[config.mk]
export PLATFORM = sky130hd
export DESIGN_NAME = bin_to_bcd_seq_flat
export DESIGN_NICKNAME = d
export VERILOG_FILES = /design/src/rtl/bin_to_bcd_seq_if.sv /design/src/rtl/bin_to_bcd_seq.sv /design/src/flat_wrapper.sv
export SDC_FILE = /design/constraint.sdc
export NUM_CORES = 1
export LEC_CHECK = 0
export ABC_AREA = 0
export CAP_MARGIN = 40
export CORE_ASPECT_RATIO = 0.6
export CORE_MARGIN = 5
export CORE_UTILIZATION = 50
export CTS_BUF_LIST = sky130_fd_sc_hd__clkbuf_16
export CTS_CLUSTER_DIAMETER = 150
export DETAILED_ROUTE_END_ITERATION = 10
export DONT_BUFFER_PORTS = 1
export HOLD_SLACK_MARGIN = 0.06
export PLACE_DENSITY = 0.78
export SLEW_MARGIN = 20
export SYNTH_ARGS = -nofsm -noshare
export SYNTH_HDL_FRONTEND = slang
export SYNTH_SLANG_ARGS = --single-unit
[constraint.sdc]
create_clock -name clk -period 1.91 [get_ports clk]
set_input_delay 0.382 -clock clk [delete_from_list [all_inputs] [get_ports clk]]
set_output_delay 0.382 -clock clk [all_outputs]
set_load 0.005 [all_outputs]
[src/rtl/bin_to_bcd_seq_if.sv]
// bin_to_bcd_seq_if: start/result bundle between a conversion requester and bin_to_bcd_seq
interface bin_to_bcd_seq_if #(
  parameter int WIDTH = 16
);
  logic start;
  logic [WIDTH-1:0] data_in;
  logic busy;
  logic done;
  logic [31:0] digits;
  logic [7:0] anodes_mask;
  modport master (output start, data_in, input busy, done, digits, anodes_mask);
  modport slave (input start, data_in, output busy, done, digits, anodes_mask);
endinterface

[src/rtl/bin_to_bcd_seq.sv]
// bin_to_bcd_seq: iterative double-dabble binary-to-BCD converter with leading-zero blanked anode mask
module bin_to_bcd_seq #(
  parameter int WIDTH = 16,
  parameter int DIGITS = 5,
  parameter bit BLANK = 1'b1
) (
  input logic clk,
  input logic reset,
  bin_to_bcd_seq_if.slave bus
);
  localparam int CW = $clog2(WIDTH + 1);
  typedef enum logic [1:0] {IDLE, SHIFT, DONE} state_t;
  state_t state;
  logic [WIDTH-1:0] bin;
  logic [CW-1:0] cnt;
  logic [4*DIGITS-1:0] bcd;
  logic [4*DIGITS-1:0] bcd_adj;
  logic [4*DIGITS-1:0] bcd_nxt;
  logic [DIGITS-1:0] nz;
  logic [7:0] mask;
  for (genvar i = 0; i < DIGITS; i++) begin : g_dig
    assign bcd_adj[4*i+:4] = bcd[4*i+:4] >= 4'd5 ? bcd[4*i+:4] + 4'd3 : bcd[4*i+:4];
    assign nz[i] = |bcd_nxt[4*i+:4];
  end
  assign bcd_nxt = (4*DIGITS)'({bcd_adj, bin[WIDTH-1]});
  always_comb begin
    mask = '0;
    for (int i = 0; i < DIGITS; i++) mask[i] = !BLANK || i == 0 || |(nz >> i);
  end
  always_ff @(posedge clk) begin
    if (!reset) begin
      state <= IDLE;
      bin <= '0;
      bcd <= '0;
      cnt <= '0;
      bus.busy <= 1'b0;
      bus.done <= 1'b0;
      bus.digits <= '0;
      bus.anodes_mask <= 8'h01;
    end else begin
      bus.done <= 1'b0;
      case (state)
        IDLE: if (bus.start) begin
          state <= SHIFT;
          bin <= bus.data_in;
          bcd <= '0;
          cnt <= CW'(WIDTH);
          bus.busy <= 1'b1;
        end
        SHIFT: begin
          bcd <= bcd_nxt;
          bin <= bin << 1;
          cnt <= cnt - 1'b1;
          if (cnt == CW'(1)) begin
            state <= DONE;
            bus.done <= 1'b1;
            bus.digits <= 32'(bcd_nxt);
            bus.anodes_mask <= mask;
          end
        end
        default: begin
          state <= IDLE;
          bus.busy <= 1'b0;
        end
      endcase
    end
  end
endmodule

[src/flat_wrapper.sv]
// flat-port wrapper written by rule: the top's interface ports become plain ports
module bin_to_bcd_seq_flat 
#(
  parameter int WIDTH = 16,
  parameter int DIGITS = 5,
  parameter bit BLANK = 1'b1
)
  (clk, reset, bus_start, bus_data_in, bus_busy, bus_done, bus_digits, bus_anodes_mask);
  bin_to_bcd_seq_if #(.WIDTH(WIDTH)) bus_i ();
  input logic clk;
  input logic reset;
  input wire logic [$bits(bus_i.start)-1:0] bus_start;
  input wire logic [$bits(bus_i.data_in)-1:0] bus_data_in;
  output wire logic [$bits(bus_i.busy)-1:0] bus_busy;
  output wire logic [$bits(bus_i.done)-1:0] bus_done;
  output wire logic [$bits(bus_i.digits)-1:0] bus_digits;
  output wire logic [$bits(bus_i.anodes_mask)-1:0] bus_anodes_mask;
  assign bus_i.start = bus_start;
  assign bus_i.data_in = bus_data_in;
  assign bus_busy = bus_i.busy;
  assign bus_done = bus_i.done;
  assign bus_digits = bus_i.digits;
  assign bus_anodes_mask = bus_i.anodes_mask;
  bin_to_bcd_seq #(.WIDTH(WIDTH), .DIGITS(DIGITS), .BLANK(BLANK)) u_core (.clk(clk), .reset(reset), .bus(bus_i));
endmodule
==> results.yml <==
status:
  status: "finished clean"
setup_path:
  critPathLaunch: "u_core.bcd[9]"
  cpPeakStageDelay_ns: 0.41
  critPathLaunchType: "flip-flop"
  critPathBufInv: 1
  crit_family: "compound AO/OA/AOI/OAI gates"
  required_ns: 2.11
  worstPathArrival_ns: 2.11
  cp-end-kind: "flip-flop"
  critPathSlowestCell: "a2111oi_4"
  worst-setup-path-type: "reg2reg"
  crit_fanout: 3
  crit_chain: "inv_1, ha_1, and2b_2, o21bai_2, or3_4, a2111oi_4, a31oi_1"
  r2r_start: "u_core.bcd[9]"
cts:
  cts.reportedPaths.clkPinSlew_ns: 0.06
  ctsHoldBuffers: 0
  cts.path.max_buffers: 2
  numCtsBuffers: 9
  htreeDepth: 3
  worst_skew_pair.late_latency_ns: 0.34
  cts_root_buffer: "clkbuf_16"
  cts_sinks: 69
  cts_tree: "done"
grt:
  antenna_found_initial: 0
  grt-ovfl-total: 0
  first_global_vias: 2806
  grt_max_degree: 33
  grt_pass1_wl_um: 13130
  gr-usage-all-layers_pct: 19.56
synthesis:
  yosysWarnings: 0
  netlist_area_mm2: 0.003387
  syn_inst: 425
  syn-mean-instance-area_um2: 7.969
  seq_area_frac_synth_pct: 40.78
  ys_ff_latch: 69
  synth-edff-count: 0
  yosysUniqueCellTypes: 46
  synth-async-reset-ratio_pct: 0
  synth_ff_type: "dfxtp_1"
finish:
  area_growth_pct: 13.74
  drive_gt1_share_pct: 13.73
  n_antenna_cell: 0
  n_fill_cell: 563
  regArea_mm2: 0.001389
  layout.nets: 463
  layout_common_cells: "dfxtp_1, nor2_1, nand2_1"
  multi_input_area_mm2: 0.001818
  layout_commonest_cell: "dfxtp_1"
detailed_routing:
  drt_iter0_drc: 316
  firstDrtPassIters: 4
  vias: 2876
  ant_nets: 0
  wirelength_um: 8006
  viasPerCell: 5.489
  drc: 0
  wl_per_cell_um: 15.28
timing:
  finalCriticalPeriod_ns: 1.904
  hold_viol_final: 0
  finalSetupViolCount: 0
  period_share_pct: 99.68
  setup_tns_ns: 0
  clock.fmax_mhz: 525.2
  max_slew_margin_pct: 65.55
  max_slew.worst_pin.slew_ns: 0.5162
  finClkSkew_ns: 0.005695
  final_max_slew_viol_count: 0
  setup_ws_ns: 0.006101
power_and_ir_drop:
  peakVddDrop_v: 0.0004563
  p_leak_nw: 1.466
  power_density_mw_per_mm2: 880.4
  finalPower_mw: 3.392
min_path:
  hp-start: "reset"
  min_path_type: "in2reg"
die:
  fp.coreArea_mm2: 0.006619
  fp.dieH_um: 73.75
  die_area_mm2: 0.008574
  die_w_um: 116.3
  io_pins: 61
  start_util_pct: 51.17
  rows: 23
place:
  place_congestion: 0.8227
  hpwlAfterDp_um: 5283
  portBuffers: 0
  place_worst_setup_slack_ns: -0.005870
run:
  maxCapViolCount: 0
cell families after synthesis:
group | synth area share, %
and+or+nand+nor | 20.54
AOI/OAI and AO/OA | 21.32
DFF | 40.78
buffers and inverters | 9.013
adders and majority gates | 4.433
muxes | 2.401
xor gates and xnor gates | 1.293
other | 0.2217
path summary, 6_finish.rpt:
| path | endpoint | depth (start not counted) | slack [ns] |
|---|---|---|---|
| setup / recovery | u_core.bus.anodes_mask[1] | 7 | 0.006 |
| hold reg to reg | u_core.bus.digits[1] | 2 | 0.47 |
| hold / removal | u_core.cnt[3] | 1 | 0.18 |
| setup reg to reg | u_core.bus.anodes_mask[1] | 7 | 0.006 |
repair_timing:
action | CTS | global route
resized for setup | 2 | 19
buffers inserted | 0 | 3
endpoints found under the setup margin | 2 | 6
pin swaps | 0 | 6
through the flow:
step,area (µm²),hold slack [ns],cells,utilization (%)
floorplan,3440,0.4414,439,-
global placement,3473,0.4656,505,52.48
detailed placement,3473,0.4732,505,52.48
CTS,3764,0.1708,521,56.86
global route,3852,0.1678,524,58.20
finish,3852,0.1765,524,58.20
Yosys cell counts (2+ instances only):
cell       count  area (µm²)
dfxtp_1       69        1381
nor2_1        59       221.5
nand2_1       46       172.7
a21oi_1       43       215.2
o21ai_0       42       210.2
buf_4         17       127.6
clkbuf_1      17       63.81
inv_1         17       63.81
a22oi_1       15       112.6
ha_1          12       150.1
nor3_1        10       50.05
a211oi_1       7       52.55
mux2i_1        7       70.07
nand2b_1       6       37.54
nand3_1        5       25.02
nor3b_1        5       37.54
xnor2_1        5       43.79
and2_1         4       25.02
buf_2          4       20.02
a2bb2oi_1      3       26.28
or3_1          3       18.77
a41oi_1        2       17.52
buf_6          2       22.52
conb_1         2       7.510
o22ai_1        2       12.51
sequential cells by signal, indices dropped and copies added, names as in the netlist:
| name | count |
|---|---|
| u_core.bus.anodes_mask | 4 |
| u_core.cnt | 5 |
| u_core.bin | 16 |
| u_core.bcd | 20 |
| u_core.bus.digits | 20 |
| u_core.bus.busy | 1 |
| u_core.bus.done | 1 |
| u_core.state | 2 |
layer usage:
layer  global-route usage [%]  vias to the layer above  part of all wire, %
met5                        0                        -                    0
met4                    8.237                        0                  1.3
met3                    6.831                       11                  6.5
met2                    29.78                       79                   47
met1                    25.29                     1348                   45
li1                         -                     1438                    -
area by class of cell:
class / instances / share of cell area [%]
Clock inverter: 7 / 1.526
Sequential cell: 69 / 36.05
Tap cell: 87 / 2.826
Timing Repair Buffer: 23 / 4.807
Inverter: 18 / 1.754
Multi-Input combinational cell: 311 / 47.19
Clock buffer: 9 / 5.846
power by group:
part	leakage, nW	internal (mW)	switching (mW)
sequential	0.565	1.50	0.0362
combinational	0.756	0.0979	0.164
clock	0.145	0.990	0.605
Power figures use the tool's default switching activity.
